$ cat src/rtl/multicycle_control_fsm.sv
// -----------------------------------------------------------------------------
// multicycle_control_fsm
//   Main control sequencer for the multicycle RV32I core. Each instruction is
//   stepped through fetch, decode, execute, memory and writeback states. The
//   block drives every datapath mux select and write enable, plus the 2-bit
//   ALUOp consumed by the ALU decoder. Instruction and data accesses share a
//   single mem_ready handshake.
//
//   Handshake: a memory access (FETCH, MEMREAD, MEMWRITE) is presented by the
//   current state and held unchanged until mem_ready=1 is seen in that same
//   cycle. The access completes on that rising edge. mem_ready is ignored in
//   every other state.
//
// Ports
//   clk        : core clock, all state changes on the rising edge
//   reset      : synchronous, active-high, forces state to FETCH
//   op         : opcode from the instruction register (stable from DECODE)
//   Zero       : ALU zero flag, sampled only in BEQ
//   mem_ready  : memory completes the current access this cycle
//   PCWrite    : PC register enable
//   AdrSrc     : memory address select, 0=PC, 1=ALUOut/Result
//   MemWrite   : data memory write strobe
//   IRWrite    : instruction register (and OldPC) enable
//   ResultSrc  : 00=ALUOut, 01=Data, 10=ALUResult
//   ALUSrcA    : 00=PC, 01=OldPC, 10=rs1
//   ALUSrcB    : 00=rs2, 01=ImmExt, 10=constant 4
//   ALUOp      : 00=add, 01=branch compare, 10=decode from funct fields
//   ImmSrc     : 00=I, 01=S, 10=B, 11=J
//   RegWrite   : register file write enable
//   instr_done : one-cycle pulse on the last cycle of each instruction
//   illegal_op : one-cycle pulse when DECODE sees an unsupported opcode
//   state_o    : current state (debug)
// -----------------------------------------------------------------------------
module multicycle_control_fsm #(
   parameter int STATE_W = 4
) (
   input  logic               clk,
   input  logic               reset,
   input  logic [6:0]         op,
   input  logic               Zero,
   input  logic               mem_ready,
   output logic               PCWrite,
   output logic               AdrSrc,
   output logic               MemWrite,
   output logic               IRWrite,
   output logic [1:0]         ResultSrc,
   output logic [1:0]         ALUSrcA,
   output logic [1:0]         ALUSrcB,
   output logic [1:0]         ALUOp,
   output logic [1:0]         ImmSrc,
   output logic               RegWrite,
   output logic               instr_done,
   output logic               illegal_op,
   output logic [STATE_W-1:0] state_o
);

   localparam logic [6:0] OP_LW   = 7'b0000011;
   localparam logic [6:0] OP_SW   = 7'b0100011;
   localparam logic [6:0] OP_R    = 7'b0110011;
   localparam logic [6:0] OP_I    = 7'b0010011;
   localparam logic [6:0] OP_BEQ  = 7'b1100011;
   localparam logic [6:0] OP_JAL  = 7'b1101111;

   typedef enum logic [STATE_W-1:0] {
      S_FETCH    = STATE_W'(0),
      S_DECODE   = STATE_W'(1),
      S_MEMADR   = STATE_W'(2),
      S_MEMREAD  = STATE_W'(3),
      S_MEMWB    = STATE_W'(4),
      S_MEMWRITE = STATE_W'(5),
      S_EXECUTER = STATE_W'(6),
      S_ALUWB    = STATE_W'(7),
      S_EXECUTEI = STATE_W'(8),
      S_JAL      = STATE_W'(9),
      S_BEQ      = STATE_W'(10)
   } state_t;

   state_t r_state;
   state_t w_next;
   logic   w_pcupdate;
   logic   w_branch;

   always_ff @(posedge clk) begin
      if (reset) r_state <= S_FETCH;
      else       r_state <= w_next;
   end

   assign state_o = r_state;

   // Immediate format depends only on the opcode, so it is valid in every state.
   always_comb begin
      case (op)
         OP_SW:   ImmSrc = 2'b01;
         OP_BEQ:  ImmSrc = 2'b10;
         OP_JAL:  ImmSrc = 2'b11;
         default: ImmSrc = 2'b00;
      endcase
   end

   always_comb begin
      w_next     = r_state;
      w_pcupdate = 1'b0;
      w_branch   = 1'b0;
      AdrSrc     = 1'b0;
      MemWrite   = 1'b0;
      IRWrite    = 1'b0;
      ResultSrc  = 2'b00;
      ALUSrcA    = 2'b00;
      ALUSrcB    = 2'b00;
      ALUOp      = 2'b00;
      RegWrite   = 1'b0;
      instr_done = 1'b0;
      illegal_op = 1'b0;

      case (r_state)
         S_FETCH: begin
            // PC+4 is computed on the ALU while the instruction is read.
            ALUSrcB    = 2'b10;
            ResultSrc  = 2'b10;
            IRWrite    = mem_ready;
            w_pcupdate = mem_ready;
            w_next     = mem_ready ? S_DECODE : S_FETCH;
         end
         S_DECODE: begin
            // OldPC + imm precomputes the branch/jump target.
            ALUSrcA = 2'b01;
            ALUSrcB = 2'b01;
            case (op)
               OP_LW, OP_SW: w_next = S_MEMADR;
               OP_R:         w_next = S_EXECUTER;
               OP_I:         w_next = S_EXECUTEI;
               OP_JAL:       w_next = S_JAL;
               OP_BEQ:       w_next = S_BEQ;
               default: begin
                  w_next     = S_FETCH;
                  illegal_op = 1'b1;
                  instr_done = 1'b1;
               end
            endcase
         end
         S_MEMADR: begin
            ALUSrcA = 2'b10;
            ALUSrcB = 2'b01;
            w_next  = (op == OP_LW) ? S_MEMREAD : S_MEMWRITE;
         end
         S_MEMREAD: begin
            AdrSrc = 1'b1;
            w_next = mem_ready ? S_MEMWB : S_MEMREAD;
         end
         S_MEMWB: begin
            ResultSrc  = 2'b01;
            RegWrite   = 1'b1;
            instr_done = 1'b1;
            w_next     = S_FETCH;
         end
         S_MEMWRITE: begin
            AdrSrc     = 1'b1;
            MemWrite   = 1'b1;
            instr_done = mem_ready;
            w_next     = mem_ready ? S_FETCH : S_MEMWRITE;
         end
         S_EXECUTER: begin
            ALUSrcA = 2'b10;
            ALUOp   = 2'b10;
            w_next  = S_ALUWB;
         end
         S_ALUWB: begin
            RegWrite   = 1'b1;
            instr_done = 1'b1;
            w_next     = S_FETCH;
         end
         S_EXECUTEI: begin
            ALUSrcA = 2'b10;
            ALUSrcB = 2'b01;
            ALUOp   = 2'b10;
            w_next  = S_ALUWB;
         end
         S_JAL: begin
            // Target from DECODE goes to the PC; ALU forms OldPC+4 for rd.
            ALUSrcA    = 2'b01;
            ALUSrcB    = 2'b10;
            w_pcupdate = 1'b1;
            w_next     = S_ALUWB;
         end
         S_BEQ: begin
            ALUSrcA    = 2'b10;
            ALUOp      = 2'b01;
            w_branch   = 1'b1;
            instr_done = 1'b1;
            w_next     = S_FETCH;
         end
         default: w_next = S_FETCH;
      endcase

      PCWrite = w_pcupdate | (w_branch & Zero);

      // During reset nothing may be written; selects already show the fetch
      // path so the datapath is quiet when the first fetch starts.
      if (reset) begin
         PCWrite    = 1'b0;
         IRWrite    = 1'b0;
         MemWrite   = 1'b0;
         RegWrite   = 1'b0;
         instr_done = 1'b0;
         illegal_op = 1'b0;
         AdrSrc     = 1'b0;
         ALUSrcA    = 2'b00;
         ALUSrcB    = 2'b10;
         ALUOp      = 2'b00;
         ResultSrc  = 2'b10;
      end
   end

endmodule

$ cat config.mk
export PLATFORM = sky130hd
export DESIGN_NAME = multicycle_control_fsm
export DESIGN_NICKNAME = d
export VERILOG_FILES = /design/src/rtl/multicycle_control_fsm.sv
export SDC_FILE = /design/constraint.sdc
export NUM_CORES = 1
export LEC_CHECK = 0
export BUFFER_PORTS_ARGS = -buffer_cell sky130_fd_sc_hd__buf_4
export CAP_MARGIN = 20
export CELL_PAD_IN_SITES_DETAIL_PLACEMENT = 0
export CELL_PAD_IN_SITES_GLOBAL_PLACEMENT = 1
export CORE_ASPECT_RATIO = 0.75
export CORE_MARGIN = 8
export CORE_UTILIZATION = 32
export DETAILED_ROUTE_END_ITERATION = 7
export PLACE_DENSITY = 0.79
export SLEW_MARGIN = 10
export SYNTH_ARGS = -nofsm -noshare
export SYNTH_HDL_FRONTEND = slang
export SYNTH_SLANG_ARGS = --single-unit
$ cat constraint.sdc
create_clock -name clk -period 2.9 [get_ports clk]
set_clock_uncertainty 0.15 [all_clocks]
set_input_delay 0.145 -clock clk [delete_from_list [all_inputs] [get_ports clk]]
set_output_delay 0.145 -clock clk [all_outputs]
set_load 0.05 [all_outputs]
==> out/qor.yml, run 1 <==
first_iter_violations: 35
grt_max_degree: 18
syn_inst: 106
yosys_register_bits: 4
p_leak_nw: 0.391
min_path_type: "in -> reg"
n_antenna_cell: 0
maxSlewViolCount: 0
maxCapViolations: 0
cts.repair.resized: 0
area_growth_pct: 35.9
worstPathArrival_ns: 2.16
fp.dieH_um: 56.1
port-buffer-count: 31
rsz0062_at_grt: "false"
met2_usage_pct: 17.3
p_per_area_nw_per_um2: 239
cts.reportedPaths.clkPinSlew_ns: 0.04
synth_nets: 117
drc: 0
gr-usage-met1_pct: 15.9
postCtsHoldBufs: 0
avgSynthCellArea_um2: 6.48
relSlewSlack_pct: 66.3
vdd_drop_max_mv: 0.124
yosysUniqueCellTypes: 33
grt_pass1_vias: 817
critPathMaxFanout: 12
dr.pass1.iters: 4
row_count: 14
clock_latency_ns: 0.24
ios: 32
overflow: 0
post_cts_buffers: 0
wl_per_cell_um: 14.2
cts_tree: "done"
status: "finished clean"
post-route-period-util_pct: 84.5
total_power_uw: 223
clockBufferDepth: 2
die-width_um: 69.5
crit_required_ns: 2.61
final_nets: 145
cp-start-kind: "flip-flop"
final.min_clock_period_ns: 2.45
dpl.hpwl_mm: 1.73
cts_root_buf: "clkbuf_4"
h-tree-depth: 1
fin_setup_tns_ns: 0
netlist_area_um2: 687
vias: 846
via_per_inst: 5.42
timing_worst_setup_path_type: "reg -> out"
top_usage_layer: "met2"
place_congestion: 0.818
cp-end-kind: "primary output"
setup_viol: 0
drtAntennaViolNets: 0
track_usage_pct: 11.8
cts_buffers: 3
core-area_um2: 2010
ys_warn_count: 0
grt_antenna_before_repair: 0
yosysSeqAreaShare_pct: 11.7
hold_viol_final: 0
grt_first_pass_wirelength_mm: 3.95
wl_mm: 2.22
clock_sinks: 4
fmax_ghz: 0.408
num-fill-cells: 214
start_util_pct: 34.1
use_met3_pct: 3.57
dieArea_um2: 3900
largest_reg_flops: 4
drive_gt1_share_pct: 31.8
worst_pin_slew_ns: 0.505
-- critical path, cell delays in order (launching register included) --
cell	delay [ns]
dfxtp_1	0.60
nand2b_1	0.34
nor3_4	0.23
a21boi_1	0.19
o21ai_1	0.11
a211oi_1	0.22
buf_4	0.24
-- synth_stat cells (all sizes together) --
cell type / instances / area, um2
nor4: 2 / 12.5
nor3: 14 / 86.3
a211oi: 2 / 15.0
xnor2: 2 / 17.5
nand4: 1 / 6.26
o21ai: 5 / 25.0
buf: 8 / 52.6
nor4b: 3 / 26.3
a21boi: 1 / 7.51
a21o: 2 / 15.0
nor2: 18 / 67.6
clkbuf: 2 / 7.51
dfxtp: 4 / 80.1
a2111oi: 1 / 27.5
nor2b: 2 / 12.5
and3: 2 / 17.5
nand2b: 6 / 45.0
o21a: 1 / 7.51
nand3: 4 / 20.0
o31a: 2 / 17.5
a21oi: 11 / 55.1
o22ai: 1 / 6.26
nand2: 6 / 22.5
inv: 3 / 11.3
and4b: 1 / 10.0
nand3b: 1 / 7.51
nor3b: 1 / 7.51
-- area by class of cell --
type                    count  area, um2  area share [%]
clock buffers               3       22.5            2.41
inverters                   3       11.3            1.21
multi-input cells          89        542            58.0
flip-flops and latches      4       80.1            8.58
well taps                  24       30.0            3.22
repair buffers             33        248            26.5
-- path summary, 6_finish.rpt --
path	from	to	slack [ns]	depth (start not counted)
setup / recovery	state_o[0]$_SDFF_PP0_	instr_done	0.45	6
hold / removal	reset	state_o[3]$_SDFF_PP0_	0.09	2
setup reg to reg	state_o[0]$_SDFF_PP0_	state_o[1]$_SDFF_PP0_	0.88	5
hold reg to reg	state_o[2]$_SDFF_PP0_	state_o[3]$_SDFF_PP0_	0.68	3
-- per-layer routing --
layer	vias to the layer above	wire [um]	share of wire, %
met5	-	0	0
met4	0	10	0.45
met3	2	139	6.3
met2	29	954	43
met1	378	1110	50
li1	437	-	-
-- report_power, final --
part           internal, mW  switching, mW
logic                0.0342         0.0582
registers            0.0565        0.00418
clock network        0.0463         0.0235
-- per-stage QoR --
step           worst slack (ns)  cell area [um2]  hold WS [ns]  util, %  std cells
6_report                  0.450              933        0.0930     46.3        156
5_1_grt                   0.265              933         0.115     46.3        156
4_1_cts                   0.471              933        0.0912     46.3        156
3_5_place_dp              0.756              911         0.341     45.2        153
3_3_place_gp              0.829              911         0.332     45.2        153
2_1_floorplan            0.0800              693         0.174        -        106
-- cell families after synthesis --
group,share of synthesized area (%)
AND/OR/NAND/NOR,49.7
AO/OA/AOI/OAI,25.7
flip-flops,11.7
buffers and inverters,10.4
XOR/XNOR,2.55
-- placed cells by master, fill, tap and decap left out, types with 3 or more instances in the layout --
master | netlist | final
nor2_1 | 18 | 18
clkbuf_4 | 0 | 3
a21oi_1 | 11 | 11
nand2b_1 | 5 | 5
buf_4 | 0 | 33
inv_1 | 3 | 3
nand2_1 | 6 | 6
nand3_1 | 4 | 4
nor3_1 | 12 | 12
o21ai_1 | 4 | 4
dfxtp_1 | 4 | 4
(Power assumes the default switching activity.)
==> inputs of run 2 (changes only) <==
--- a/config.mk
+++ b/config.mk
@@ -11,9 +11,9 @@
 export CELL_PAD_IN_SITES_GLOBAL_PLACEMENT = 1
 export CORE_ASPECT_RATIO = 0.75
 export CORE_MARGIN = 8
-export CORE_UTILIZATION = 32
+export CORE_UTILIZATION = 30
 export DETAILED_ROUTE_END_ITERATION = 7
-export PLACE_DENSITY = 0.79
+export PLACE_DENSITY = 0.75
 export SLEW_MARGIN = 10
 export SYNTH_ARGS = -nofsm -noshare
 export SYNTH_HDL_FRONTEND = slang
==> constraint.sdc (replaced) <==
create_clock -name clk -period 2.4 [get_ports clk]
set_clock_uncertainty 0.15 [all_clocks]
set_input_delay 0.12 -clock clk [delete_from_list [all_inputs] [get_ports clk]]
set_output_delay 0.12 -clock clk [all_outputs]
set_load 0.05 [all_outputs]
==> out/qor.yml, run 2 (synthesis gave the netlist of run 1 again) <==
crit_chain: "nand2b_1 > nor3_4 > a21boi_1 > o21ai_1 > a211oi_2 > buf_4"
finalWorstSetupSlack_ns: 0.350  # -0.0993 ns
row_count: 15  # +1
post_cts_buffers: 0  # unchanged
postCtsHoldBufs: 0  # unchanged
cts_root_buf: "clkbuf_4"
core-area_um2: 2230  # +11%
cts.repair.resized: 0  # unchanged
final_nets: 147  # +1.4%
n_antenna_cell: 0  # unchanged
final_common_cell: "buf_4"
fp.dieH_um: 57.4  # +2.3%
drc: 0  # unchanged
critPathMaxFanout: 9  # -3
h-tree-depth: 1  # unchanged
min_path_cells: 3  # +1
post-route-period-util_pct: 85.4
num-fill-cells: 238  # +11%
hold_viol_final: 0  # unchanged
maxSlewViolCount: 0  # unchanged
final.min_clock_period_ns: 2.05
track_usage_pct: 11.3  # -0.52 points
wl_mm: 2.26  # +1.7%
startpoint: "state_o[1]$_SDFF_PP0_"
timing_worst_setup_path_type: "reg -> out"
dieArea_um2: 4090  # +4.9%
rsz0062_at_grt: "false"
start_util_pct: 30.8  # -3.3 points
wl_per_cell_um: 14.2  # -0.21%
cts.reportedPaths.clkPinSlew_ns: 0.04  # about the same
crit_slowest_cell: "nand2b_1"
area_growth_pct: 44.3
crit_buf_inv: 1  # unchanged
r2r_end: "state_o[2]$_SDFF_PP0_"
r2r_slack_ns: 0.74  # -0.14 ns
min_path_type: "in -> reg"
crit_path_max_incr_delay_ns: 0.32  # -0.28 ns
cts_buffers: 3  # unchanged
via_per_inst: 5.44  # +0.32%
r2r.worst_path.cells: 5  # unchanged
overflow: 0  # unchanged
p_leak_nw: 0.411  # +5.0%
grt_antenna_before_repair: 0  # unchanged
path_depth: 6  # unchanged
dr.pass1.iters: 4  # unchanged
maxCapViolations: 0  # unchanged
worstSetupEndpoint: "instr_done"
vias: 865  # +2.2%
grt_max_degree: 18  # unchanged
crit_family: "simple AND/OR/NAND/NOR gates"
port-buffer-count: 31  # unchanged
ios: 32  # unchanged
cts_tree: "done"
die-width_um: 71.3  # +2.5%
cp-end-kind: "primary output"
first_iter_violations: 80  # +130%
vdd_drop_max_mv: 0.119  # -3.5%
crit_required_ns: 2.13  # -0.48 ns
final_cell_mix: "buf_4, nor2_1, a21oi_1"
setup_viol: 0  # unchanged
hold_ws_ns: 0.0912  # -0.00176 ns
fmax_ghz: 0.488
largest_reg_flops: 4  # unchanged
dpl_worst_slack_ns: 0.592  # -0.164 ns
grt_pass1_vias: 856  # +4.8%
grt_first_pass_wirelength_mm: 3.90  # -1.2%
r2r-start: "state_o[3]$_SDFF_PP0_"
relSlewSlack_pct: 69.9  # +3.7 points
clock_latency_ns: 0.24  # about the same
place_congestion: 0.879  # +7.5%
multi_input_area_um2: 583  # +7.6%
worstPathArrival_ns: 1.78  # -0.38 ns
drive_gt1_share_pct: 38.8  # +7.0 points
clockBufferDepth: 2  # unchanged
status: "finished clean"
cp-start-kind: "flip-flop"
register_area_um2: 80.1  # unchanged
utilization_pct: 44.4  # -2.0 points
dpl.hpwl_mm: 1.79  # +3.1%
drtAntennaViolNets: 0  # unchanged
clock_sinks: 4  # unchanged
worst_pin_slew_ns: 0.450  # -0.0551 ns
p_per_area_nw_per_um2: 279  # +17%
## run 2: worst min path at each step
stage | start | endpoint | slack [ns]
after CTS | op[0] | state_o[3]$_SDFF_PP0_ | 0.07
after global placement | op[0] | state_o[3]$_SDFF_PP0_ | 0.34
final | op[0] | state_o[3]$_SDFF_PP0_ | 0.09
after detailed placement | op[0] | state_o[3]$_SDFF_PP0_ | 0.33
after floorplan | op[0] | state_o[3]$_SDFF_PP0_ | 0.15
after global routing | op[0] | state_o[3]$_SDFF_PP0_ | 0.09
## run 2: final cells by class
type	instances	share of cell area (%)
clock buffer	3	2.27
inverter	3	1.14
multi-input combinational	89	58.8
sequential	4	8.08
tap	25	3.16
timing repair buffer	35	26.5
## run 2: report_power, final
part / leakage (nW) / switching (mW) / internal, mW
combinational: 0.364 / 0.0773 / 0.0434
sequential: 0.0325 / 0.00122 / 0.0682
clock: 0.0138 / 0.0305 / 0.0561
## run 2: stage by stage
stage	instances	power, mW	TNS [ns]	instance area [um2]
global route	159	0.299	0	991
finish	159	0.277	0	991
CTS	159	0.280	0	991
global placement	156	0.192	0	968
floorplan	106	0.152	-0.00650	734
detailed placement	156	0.191	0	968
## run 2: layer usage
layer / routed length, um / vias to the layer above / track usage (%)
li1: - / 435 / -
met1: 1040 / 397 / 15.4
met2: 1040 / 33 / 17.0
met3: 170 / 0 / 2.97
met4: 0 / 0 / 2.65
met5: 0 / - / 0
## run 2: worst min-delay path, delay by kind of cell
kind,cells,cell delay (ns)
simple gates,2,0.18
buf+inv,1,0.12
